**config.mk**
```make
export PLATFORM = sky130hd
export DESIGN_NAME = ghash_ctrl
export DESIGN_NICKNAME = d
export VERILOG_FILES = /design/src/rtl/ghash_ctrl.sv
export SDC_FILE = /design/constraint.sdc
export NUM_CORES = 1
export LEC_CHECK = 0
export ABC_CLOCK_PERIOD_IN_PS = 5600
export CORE_AREA = 5 5 430 432
export DETAILED_ROUTE_END_ITERATION = 10
export DIE_AREA = 0 0 435 437
export PLACE_DENSITY = 0.35
export SETUP_SLACK_MARGIN = 0.05
export SLEW_MARGIN = 20
export SYNTH_ARGS = -nofsm -noshare
export SYNTH_HDL_FRONTEND = slang
export SYNTH_SLANG_ARGS = --single-unit
```
**constraint.sdc**
```tcl
create_clock -name clk -period 5.6 [get_ports clk]
set_input_delay 0.84 -clock clk [delete_from_list [all_inputs] [get_ports clk]]
set_output_delay 0.84 -clock clk [all_outputs]
set_load 0.02 [all_outputs]
```
**src/rtl/ghash_ctrl.sv**
```systemverilog
// GHASH sequencer: loads H, clears the accumulator, streams AAD and
// ciphertext blocks (zero-padding each segment's partial last block),
// issues the [len(A)||len(C)] block and presents the final tag.
module ghash_ctrl #(
   parameter int WIDTH   = 128,
   parameter int LEN_W   = 32,
   parameter int MUL_LAT = 1
) (
   input  logic             clk,
   input  logic             rst,
   input  logic             start,
   input  logic [WIDTH-1:0] h_key,
   input  logic [LEN_W-1:0] aad_len,
   input  logic [LEN_W-1:0] ct_len,
   input  logic [WIDTH-1:0] blk_data,
   input  logic             blk_valid,
   output logic             blk_ready,
   output logic             busy,
   output logic [WIDTH-1:0] h_reg_data,
   output logic             h_reg_en,
   output logic [WIDTH-1:0] aad_data,
   output logic [WIDTH-1:0] cipher_text,
   output logic [WIDTH-1:0] length_data,
   output logic [1:0]       mux_sel,
   output logic             ac_reg_en,
   output logic             ac_clr,
   output logic             s_reg_en,
   input  logic [WIDTH-1:0] s_reg_out,
   output logic [WIDTH-1:0] tag,
   output logic             tag_valid
);

   localparam int CNT_W = LEN_W - 3;
   localparam int WAIT_W = (MUL_LAT > 1) ? $clog2(MUL_LAT) : 1;
   localparam logic [WAIT_W-1:0] WAIT_LOAD = WAIT_W'(MUL_LAT - 1);
   localparam logic [WAIT_W-1:0] WAIT_ONE = WAIT_W'(1);
   localparam logic [CNT_W-1:0] CNT_ONE = CNT_W'(1);

   typedef enum logic [3:0] {
      S_IDLE, S_LOAD_H, S_CLR, S_AAD, S_AAD_WAIT,
      S_CT, S_CT_WAIT, S_LEN, S_LEN_WAIT, S_DONE
   } state_t;

   state_t state, next_state;

   logic [WIDTH-1:0]  h_q, tag_q;
   logic [LEN_W-1:0]  aad_len_q, ct_len_q;
   logic [CNT_W-1:0]  aad_rem, ct_rem;
   logic [CNT_W-1:0]  aad_blks, ct_blks;
   logic [WAIT_W-1:0] wait_cnt;
   logic              aad_fire, ct_fire, aad_last, ct_last;
   logic [WIDTH-1:0]  aad_mask, ct_mask;
   logic [63:0]       aad_bits, ct_bits;

   // Keeps the first r bytes of a block (byte 0 is the MSB); r = 0 keeps all
   function automatic logic [WIDTH-1:0] tail_mask(input logic [3:0] r);
      logic [WIDTH-1:0] ones;
      ones = '1;
      if (r == 4'd0) return ones;
      return ~(ones >> {r, 3'b000});
   endfunction

   assign aad_blks = CNT_W'(aad_len[LEN_W-1:4]) + CNT_W'(|aad_len[3:0]);
   assign ct_blks  = CNT_W'(ct_len[LEN_W-1:4]) + CNT_W'(|ct_len[3:0]);
   assign aad_fire = (state == S_AAD) && blk_valid;
   assign ct_fire  = (state == S_CT) && blk_valid;
   assign aad_last = (aad_rem == CNT_ONE);
   assign ct_last  = (ct_rem == CNT_ONE);
   assign aad_mask = tail_mask(aad_len_q[3:0]);
   assign ct_mask  = tail_mask(ct_len_q[3:0]);
   assign aad_bits = 64'(aad_len_q) << 3;
   assign ct_bits  = 64'(ct_len_q) << 3;

   // State register
   always_ff @(posedge clk or negedge rst) begin
      if (!rst) state <= S_IDLE;
      else      state <= next_state;
   end

   // Message parameters, remaining block counts, wait timer and held tag
   always_ff @(posedge clk or negedge rst) begin
      if (!rst) begin
         h_q       <= '0;
         tag_q     <= '0;
         aad_len_q <= '0;
         ct_len_q  <= '0;
         aad_rem   <= '0;
         ct_rem    <= '0;
         wait_cnt  <= '0;
      end else begin
         case (state)
            S_IDLE: begin
               if (start) begin
                  h_q       <= h_key;
                  aad_len_q <= aad_len;
                  ct_len_q  <= ct_len;
                  aad_rem   <= aad_blks;
                  ct_rem    <= ct_blks;
               end
            end
            S_AAD: begin
               if (aad_fire) begin
                  aad_rem  <= aad_rem - CNT_ONE;
                  wait_cnt <= WAIT_LOAD;
               end
            end
            S_CT: begin
               if (ct_fire) begin
                  ct_rem   <= ct_rem - CNT_ONE;
                  wait_cnt <= WAIT_LOAD;
               end
            end
            S_LEN:                              wait_cnt <= WAIT_LOAD;
            S_AAD_WAIT, S_CT_WAIT, S_LEN_WAIT:  wait_cnt <= wait_cnt - WAIT_ONE;
            S_DONE:                             tag_q <= s_reg_out;
            default: ;
         endcase
      end
   end

   // Next-state logic; the WAIT states cover the multiplier's extra cycles
   always_comb begin
      next_state = state;
      case (state)
         S_IDLE:   if (start) next_state = S_LOAD_H;
         S_LOAD_H: next_state = S_CLR;
         S_CLR: begin
            if (aad_rem != '0)     next_state = S_AAD;
            else if (ct_rem != '0) next_state = S_CT;
            else                   next_state = S_LEN;
         end
         S_AAD: begin
            if (aad_fire) begin
               if (MUL_LAT > 1)        next_state = S_AAD_WAIT;
               else if (!aad_last)     next_state = S_AAD;
               else if (ct_rem != '0)  next_state = S_CT;
               else                    next_state = S_LEN;
            end
         end
         S_AAD_WAIT: begin
            if (wait_cnt == WAIT_ONE) begin
               if (aad_rem != '0)     next_state = S_AAD;
               else if (ct_rem != '0) next_state = S_CT;
               else                   next_state = S_LEN;
            end
         end
         S_CT: begin
            if (ct_fire) begin
               if (MUL_LAT > 1)    next_state = S_CT_WAIT;
               else if (!ct_last)  next_state = S_CT;
               else                next_state = S_LEN;
            end
         end
         S_CT_WAIT: begin
            if (wait_cnt == WAIT_ONE)
               next_state = (ct_rem != '0) ? S_CT : S_LEN;
         end
         S_LEN:      next_state = (MUL_LAT > 1) ? S_LEN_WAIT : S_DONE;
         S_LEN_WAIT: if (wait_cnt == WAIT_ONE) next_state = S_DONE;
         S_DONE:     next_state = S_IDLE;
         default:    next_state = S_IDLE;
      endcase
   end

   // Datapath controls; tag shows the fresh S value during the strobe cycle
   always_comb begin
      blk_ready   = 1'b0;
      busy        = (state != S_IDLE);
      h_reg_data  = '0;
      h_reg_en    = 1'b0;
      aad_data    = '0;
      cipher_text = '0;
      length_data = '0;
      mux_sel     = 2'b00;
      ac_reg_en   = 1'b0;
      ac_clr      = 1'b0;
      s_reg_en    = 1'b0;
      tag         = tag_q;
      tag_valid   = 1'b0;
      case (state)
         S_LOAD_H: begin
            h_reg_data = h_q;
            h_reg_en   = 1'b1;
         end
         S_CLR: ac_clr = 1'b1;
         S_AAD: begin
            blk_ready = 1'b1;
            if (blk_valid) begin
               aad_data  = aad_last ? (blk_data & aad_mask) : blk_data;
               ac_reg_en = 1'b1;
               s_reg_en  = 1'b1;
            end
         end
         S_CT: begin
            blk_ready = 1'b1;
            mux_sel   = 2'b01;
            if (blk_valid) begin
               cipher_text = ct_last ? (blk_data & ct_mask) : blk_data;
               ac_reg_en   = 1'b1;
               s_reg_en    = 1'b1;
            end
         end
         S_LEN: begin
            mux_sel     = 2'b10;
            length_data = {aad_bits, ct_bits};
            ac_reg_en   = 1'b1;
            s_reg_en    = 1'b1;
         end
         S_DONE: begin
            tag       = s_reg_out;
            tag_valid = 1'b1;
         end
         default: ;
      endcase
   end

endmodule

```
==> impl_metrics.json, run 1 <==
{
  "outcome": "completed",
  "final_area_sq_mm": 0.0357,
  "synth_flop_cell": "dfrtp_1",
  "nNetsFinal": 3971,
  "setup.worst_path.end": "aad_data[86]",
  "wl_per_cell_um": 21.6,
  "final_hold_viol_count": 0,
  "grt_pass1_vias": 22500,
  "drtIter0Drc": 925,
  "critPathLaunch": "aad_rem[2]",
  "worstSetupPathDepth": 6,
  "required_ps": 4760,
  "cts_buffer_depth": 3,
  "startpoint_type": "register",
  "setup-tns-final_ps": 0,
  "syn_area_sq_mm": 0.0209,
  "drv_slew": 0,
  "crit_fanout": 8,
  "grt_start_max_net_pins": 130,
  "syn_avg_cell_area_sq_um": 8.29,
  "synth.most_common_cell": "nand2_1",
  "end_kind": "output pin",
  "post-route-drc-count": 0,
  "reg2reg_depth": 7,
  "post-cts-setup-buffers": 0,
  "r2r_start": "state[2]",
  "htree_levels": 2,
  "vias": 21200,
  "gp_congestion": 0.845,
  "skew_ps": 24.3,
  "synth_seq_cells": 383,
  "cts_made_buffers": 51,
  "yosys.area.top_type_share_pct": 45.8,
  "max_stage_delay_ps": 990,
  "wl_um": 128000,
  "p_leak_nw": 15.2,
  "crit_slowest_cell": "o21ai_1",
  "final_antenna_net_count": 0,
  "synth_commonest_cells": "753 x nand2_1, 383 x dfrtp_1, 332 x nor2_1",
  "criticalPathCategory": "register to output pin",
  "finalWorstSetupSlack_ps": 417,
  "cts_root_buf": "clkbuf_16",
  "setup_viol": 0,
  "hpwl_um": 102000,
  "pin_count": 1101,
  "fin_crit_ps": 5180,
  "initial_core_util_pct": 11.6,
  "ys_warn_count": 0,
  "coreArea_sq_mm": 0.180,
  "synthCells": 2524,
  "vias_per_cell": 3.58,
  "cp_cell_sequence": "or4_1 > nor4_4 > nand4_1 > o21ai_1 > nor2_1 > clkdlybuf4s50_1",
  "cp.buffers_inverters": 1,
  "place_area_sq_mm": 0.0340,
  "clk_pin_slew_worst_paths_ps": 60,
  "areaGrowthSynthToFinish_pct": 70.6,
  "max-slew-margin-rel_pct": 22.6,
  "dp_worst_setup_slack_ps": 851,
  "die-area_sq_mm": 0.190,
  "drtPass1Iterations": 5,
  "timing.rr.end": "ct_rem[28]",
  "grtUsageTotal_pct": 12.9,
  "ff2ff_setup_slack_ps": 2330,
  "p_per_area_mw_per_mm2": 215,
  "die_y_um": 437,
  "worstPathArrival_ps": 4340,
  "vdd_ir_drop_max_v": 0.000206,
  "drv_cap": 0,
  "grt.overflow.total": 0,
  "synth-async-reset-ratio_pct": 100,
  "rsz0062_at_grt": "yes",
  "clkSinkCount": 383,
  "antenna_found_initial": 12,
  "synth-seq-area-share_pct": 45.8,
  "fp.dieW_um": 435,
  "ys_types": 75,
  "layout-drive-gt1-share_pct": 8.32,
  "fin_crit_sh_pct": 92.5,
  "yosys.area.top_type": "dfrtp_1",
  "clk_latency_ps": 630,
  "grt_pass1_wl_um": 180000,
  "num_rows": 156,
  "synthTopCellsByArea": "dfrtp_1 46%, nand2_1 14%, mux2_2 7.1%, nor2_1 6.0%, and2_1 5.9%",
  "hp-class": "input port to async pin",
  "worstMarginPinSlew_ps": 1150,
  "port_buffers": 1036,
  "cts_tree": "built",
  "cp_top_family": "simple AND/OR/NAND/NOR gates",
  "synth-edff-count": 0,
  "fmax_ghz": 0.193
}
repair_timing:
action	4_1_cts	5_1_grt
setup endpoints to repair	0	3
gates resized for setup	0	1
hold buffers	0	0
hold endpoints to repair	0	0
per-layer routing:
| metal | global-route usage, % | part of all wire (%) | vias to the layer above | wire (um) |
|---|---|---|---|---|
| met5 | 0 | 0.033 | - | 42 |
| met3 | 3.75 | 6.5 | 99 | 8300 |
| met2 | 26.2 | 56 | 694 | 72400 |
| met1 | 12.9 | 35 | 10300 | 45100 |
| li1 | - | - | 10100 | - |
| met4 | 2.82 | 1.9 | 8 | 2420 |
logic make-up after synthesis:
family / Yosys count / synth area share (%)
buffers and inverters: 238 / 5.45
and+or+nand+nor: 1483 / 31.6
muxes: 137 / 7.34
xor gates and xnor gates: 53 / 2.22
AOI/OAI and AO/OA: 219 / 7.00
adders and majority gates: 10 / 0.598
other: 1 / 0.0179
DFF: 383 / 45.8
per-stage QoR:
stage | power [mW] | cells | hold slack (ps) | util [%]
after CTS | 7.88 | 5916 | 193 | 19.8
after detailed placement | 4.33 | 5826 | 454 | 18.9
after global placement | 4.32 | 5826 | 450 | 18.9
after global routing | 8.07 | 5919 | 211 | 19.8
final | 7.66 | 5925 | 169 | 19.8
after floorplan | 3.60 | 2587 | 437 | -
where the power goes:
part / internal [mW] / total (mW) / switching [mW]
clock network: 1.99 / 3.41 / 1.41
registers: 2.90 / 3.02 / 0.119
logic: 0.566 / 1.23 / 0.667
final cells by class:
cell class	instances	area [sq um]
timing repair buffer	1080	10800
tap	2370	2970
clock inverter	17	228
multi-input combinational	1966	10500
fill	20100	144000
inverter	27	101
sequential	383	9580
antenna	9	22.5
clock buffer	73	1460
worst min path at each step:
| stage | from | to | slack (ps) | cells after the start |
|---|---|---|---|---|
| after detailed placement | h_q[71] | h_q[71] | 450 | 2 |
| after CTS | rst | tag_q[79] | 190 | 1 |
| after global placement | h_q[41] | h_q[41] | 450 | 2 |
| final | rst | tag_q[79] | 170 | 1 |
| after floorplan | aad_len_q[10] | aad_len_q[10] | 440 | 2 |
| after global routing | rst | tag_q[79] | 210 | 1 |
layout by cell type (no fill, tap or decap), types with 10 or more instances in the layout:
master and instances:
xnor2_1 39, a21oi_1 43, dfrtp_1 383, o21ai_0 55, o21ai_1 13, or4_1 15, inv_1 26, or3_1 15
nor3_1 38, clkdlybuf4s50_1 1033, nand3_1 34, nand4_1 19, nor4_1 18, clkbuf_16 51, xor2_1 14, o211ai_1 13
clkbuf_1 12, and2_1 198, and3_1 14, mux2_2 131, clkbuf_8 10, nand2_1 752, buf_4 36, nor2_1 329
a31oi_1 10, ha_1 10, conb_1 64
sequential cells by signal, summed over array words and instances, names as in the netlist:
signal and count:
aad_rem 29, tag_q 128, wait_cnt 1, ct_rem 29, h_q 128, ct_len_q 32, aad_len_q 32, state 4
No activity file was read; power rests on OpenSTA's default activity.
==> run 2: changes to the inputs <==
Settings changed: HOLD_SLACK_MARGIN set to 0.05, TNS_END_PERCENT set to 20.
==> run 2 against run 1 <==
Compared with the run above: register-to-register slack barely moved; largest cell class unchanged; die area is the same; clock power hardly changed; utilization hardly changed; clock-buffer cell count is the same; via count hardly changed.
==> impl_metrics.json, run 2 (synthesis gave the netlist of run 1 again) <==
{
  "outcome": "completed",
  "post-cts-setup-buffers": 0,
  "layout_commonest_cell": "clkdlybuf4s50_1",
  "cts_tree": "built",
  "wl_um": 128000,
  "drtPass1Iterations": 5,
  "worstMarginPinSlew_ps": 1150,
  "pin_count": 1101,
  "vias": 21200,
  "drv_cap": 0,
  "p_clk_share_pct": 44.5,
  "cts_root_buf": "clkbuf_16",
  "grtUsageTotal_pct": 12.9,
  "fmax_ghz": 0.193,
  "clk_latency_ps": 630,
  "areaGrowthSynthToFinish_pct": 70.6,
  "num_rows": 156,
  "combPwrFrac_pct": 16.1,
  "fin_crit_sh_pct": 92.5,
  "wl_per_cell_um": 21.6,
  "switching_share_pct": 28.7,
  "setup-tns-final_ps": 0,
  "vias_per_cell": 3.58,
  "clk_pin_slew_worst_paths_ps": 60,
  "ff2ff_setup_slack_ps": 2340,
  "final_util_pct": 19.8,
  "nNetsFinal": 3971,
  "hp-class": "input port to async pin",
  "max-slew-margin-rel_pct": 22.8,
  "total_power_mw": 7.66,
  "antenna_found_initial": 12,
  "gp_congestion": 0.845,
  "drtIter0Drc": 925,
  "post-route-drc-count": 0,
  "reg2reg_depth": 7,
  "clkSinkCount": 383,
  "crit_fanout": 8,
  "fp.dieW_um": 435,
  "initial_core_util_pct": 11.6,
  "grt_start_max_net_pins": 130,
  "reg_top3": "h_q x128, tag_q x128",
  "cell_internal_pwr_mw": 5.46,
  "rsz0062_at_grt": "yes",
  "r2r_start": "state[2]",
  "power_frac_seq_pct": 39.4,
  "ctsHoldBuffers": 0,
  "vdd_ir_drop_max_v": 0.000206,
  "worstPathArrival_ps": 4340,
  "fin_crit_ps": 5180,
  "cts_resized": 0,
  "setup_viol": 0,
  "end_kind": "output pin",
  "port_buffers": 1036,
  "coreArea_sq_mm": 0.180,
  "final_hold_viol_count": 0,
  "grt_pass1_wl_um": 180000,
  "die-area_sq_mm": 0.190,
  "timing.rr.end": "ct_rem[28]",
  "p_per_area_mw_per_mm2": 215,
  "grt.overflow.total": 0,
  "die_y_um": 437,
  "skew_ps": 24.3,
  "criticalPathCategory": "register to output pin",
  "layout-drive-gt1-share_pct": 8.29,
  "grt_pass1_vias": 22500,
  "cts_made_buffers": 51,
  "p_leak_nw": 15.2,
  "required_ps": 4760,
  "hpwl_um": 102000,
  "htree_levels": 2,
  "startpoint_type": "register",
  "drv_slew": 0,
  "cts_buffer_depth": 3,
  "final_antenna_net_count": 0,
  "layout_common_cells": "1,033 x clkdlybuf4s50_1, 752 x nand2_1, 383 x dfrtp_1",
  "p_switching_mw": 2.20
}
## run 2: how the worst max path moves through the flow
stage,from,endpoint,slack [ps],cells past startpoint
2_1_floorplan,aad_rem[3],aad_data[10],2450,6
3_3_place_gp,ct_rem[15],cipher_text[33],850,6
3_5_place_dp,ct_rem[15],cipher_text[33],850,6
4_1_cts,ct_rem[15],cipher_text[33],120,6
5_1_grt,ct_rem[14],cipher_text[33],40,6
6_report,aad_rem[2],aad_data[86],420,6
## run 2: through the flow
step	std cells	setup slack, ps	cell area [sq um]	hold WS [ps]
floorplan	2587	2450	21200	437
global placement	5826	848	34000	450
detailed placement	5826	851	34000	454
CTS	5916	125	35700	193
global route	5919	43.9	35700	211
finish	5925	419	35700	169
## run 2: worst max-delay path: stages, from the launching register on
cell and delay (ps):
dfrtp_1 440, or4_1 710, nor4_4 460, nand4_1 360, o21ai_1 990, nor2_1 140
clkdlybuf4s50_1 590
## run 2: final cells by class
type	instances	area, sq um
well taps	2370	2970
clock inverters	17	228
fillers	20100	144000
clock buffers	73	1460
diodes	9	22.5
multi-input cells	1966	10500
flip-flops and latches	383	9580
inverters	27	101
repair buffers	1080	10800
## run 2: routing by layer
metal  wire length [um]  vias up  GRT usage (%)
met5                 42        -              0
met4               2420        8           2.82
met3               8300       99           3.75
met2              72400      694           26.2
met1              45100    10300           12.9
li1                   -    10100              -
## run 2: power groups by stage
stage               Clock, mW  Combinational (mW)  Sequential [mW]
global route             3.69                1.35             3.04
floorplan                   0               0.569             3.03
global placement            0                1.25             3.07
detailed placement          0                1.26             3.07
CTS                      3.61                1.26             3.02
finish                   3.41                1.23             3.02
==> run 3: changes to the inputs <==
Settings changed: ABC_CLOCK_PERIOD_IN_PS 5600 to 5700, CORE_AREA 5 5 430 432 to 5 5 420 422, DIE_AREA 0 0 435 437 to 0 0 425 427, PLACE_DENSITY 0.35 to 0.36.
Clock period 5.6 ns to 5.7 ns, I/O delays scaled along.
==> run 3 against run 2 <==
Compared with the run above: combinational power about the same; sequential share of layout area is 0.061 points lower; clock power down 2%; clock skew down 12 ps; cell count down 0.68%; register-to-register slack gained 240 ps; clock-buffer cell count increased by 9; largest cell class unchanged.
==> impl_metrics.json, run 3 (synthesis gave the netlist of run 1 again) <==
{
  "crit_slowest_cell": "nor4_2",
  "drt-met1-wl_um": 43500,
  "cell_internal_pwr_mw": 5.35,
  "p_per_area_mw_per_mm2": 210,
  "cts_buffer_depth": 3,
  "rsz0062_at_grt": "no",
  "setup_viol": 0,
  "areaGrowthSynthToFinish_pct": 71.0,
  "ff2ff_setup_slack_ps": 2580,
  "grt_pass1_wl_um": 174000,
  "holdWs_ps": 292,
  "die_y_um": 427,
  "cts_root_buf": "clkbuf_16",
  "final_antenna_net_count": 0,
  "num_rows": 153,
  "criticalPathCategory": "register to output pin",
  "cts_made_buffers": 52,
  "power_frac_seq_pct": 39.5,
  "reg2reg_depth": 7,
  "cts_resized": 0,
  "drv_slew": 0,
  "grtUsageTotal_pct": 13.2,
  "grt_start_max_net_pins": 130,
  "skew_ps": 12.5,
  "max_stage_delay_ps": 670,
  "r2r_start": "state[3]",
  "final_util_pct": 20.7,
  "switching_share_pct": 28.8,
  "vdd_ir_drop_max_v": 0.000211,
  "vias_per_cell": 3.61,
  "reg_top3": "h_q x128, tag_q x128",
  "ctsHoldBuffers": 0,
  "die-area_sq_mm": 0.181,
  "vias": 21200,
  "required_ps": 4850,
  "layout_commonest_cell": "clkdlybuf4s50_1",
  "htree_levels": 2,
  "worstMarginPinSlew_ps": 1100,
  "antenna_found_initial": 14,
  "clk_pin_slew_worst_paths_ps": 60,
  "met3_length_um": 9100,
  "max-slew-margin-rel_pct": 26.1,
  "port_buffers": 1036,
  "initial_core_util_pct": 12.1,
  "startpoint_type": "register",
  "layout-drive-gt1-share_pct": 8.61,
  "num-fill-cells": 19200,
  "grt.overflow.total": 0,
  "final_hold_viol_count": 0,
  "nNetsFinal": 3976,
  "layout_common_cells": "1,028 x clkdlybuf4s50_1, 752 x nand2_1, 383 x dfrtp_1",
  "post-route-drc-count": 0,
  "drtIter0Drc": 929,
  "setup-tns-final_ps": 0,
  "gp_congestion": 0.942,
  "hp-class": "input port to async pin",
  "place_area_sq_mm": 0.0340,
  "cts_tree": "built",
  "drtPass1Iterations": 5,
  "end_kind": "output pin",
  "fmax_ghz": 0.196,
  "combPwrFrac_pct": 16.0,
  "fp.dieW_um": 425,
  "fin_crit_ps": 5110,
  "clkSinkCount": 383,
  "final_area_sq_mm": 0.0358,
  "clk_latency_ps": 630,
  "wl_per_cell_um": 21.5,
  "coreArea_sq_mm": 0.173,
  "drv_cap": 0,
  "post-cts-setup-buffers": 0,
  "outcome": "completed",
  "hpwl_um": 99900,
  "wl_um": 127000,
  "p_clk_share_pct": 44.6,
  "cp_cell_sequence": "or4_1 > nor4_2 > nand3_1 > o31ai_2 > buf_4 > nor2_1 > clkdlybuf4s50_1",
  "pin_count": 1101,
  "timing.rr.end": "ct_rem[28]",
  "fin_crit_sh_pct": 89.6,
  "highest_layer": "met5",
  "crit_fanout": 7,
  "grt_pass1_vias": 22100,
  "p_leak_nw": 15.2,
  "wl_met2_um": 71200,
  "p_switching_mw": 2.17,
  "worstPathArrival_ps": 4250
}
## run 3: cell count changes in the layout (fill, tap and decap cells not counted), sizes merged
cell / delta
buf: +9
inv: +3
clkinv: -6
clkbuf: +9
clkinvlp: +1
clkdlybuf4s50: -5
diode: -3
bufinv: -3
## run 3: layer usage
layer / vias up / GRT usage, %
met1: 10300 / 13.0
met2: 724 / 26.6
met5: - / 0
met3: 114 / 3.79
li1: 10100 / -
met4: 2 / 3.06
## run 3: worst max path at each step
stage	to	cells past startpoint	from
2_1_floorplan	aad_data[10]	6	aad_rem[3]
3_3_place_gp	cipher_text[81]	6	ct_rem[15]
3_5_place_dp	cipher_text[36]	6	ct_rem[15]
4_1_cts	cipher_text[38]	6	ct_rem[15]
5_1_grt	cipher_text[96]	7	ct_rem[14]
6_report	cipher_text[96]	7	ct_rem[14]
## run 3: power by group through the flow
stage | clock network, mW | logic (mW) | registers, mW
global route | 3.63 | 1.32 | 2.99
global placement | 0 | 1.23 | 3.01
detailed placement | 0 | 1.23 | 3.02
finish | 3.35 | 1.20 | 2.97
floorplan | 0 | 0.559 | 2.97
CTS | 3.55 | 1.23 | 2.97
## run 3: cell type report
type	instances	area, sq um	share of cell area (%)
Antenna cell	6	15.0	0.0420
Clock buffer	82	1580	4.43
Sequential cell	383	9580	26.8
Inverter	27	101	0.283
Clock inverter	12	128	0.357
Multi-Input combinational cell	1966	10500	29.4
Timing Repair Buffer	1084	10900	30.5
Tap cell	2325	2910	8.13
## run 3: through the flow
stage | total power [mW] | cells | setup slack [ps]
floorplan | 3.53 | 2587 | 2530
global placement | 4.24 | 5783 | 670
detailed placement | 4.24 | 5785 | 1150
CTS | 7.75 | 5879 | 439
global route | 7.93 | 5880 | 354
finish | 7.52 | 5885 | 594
## run 3: worst max-delay path: cells and delay by family (launching register included)
| family | cells | cell delay [ps] |
|---|---|---|
| simple gates | 4 | 1720 |
| buf+inv | 2 | 870 |
| compound gates | 1 | 590 |
| flops | 1 | 440 |
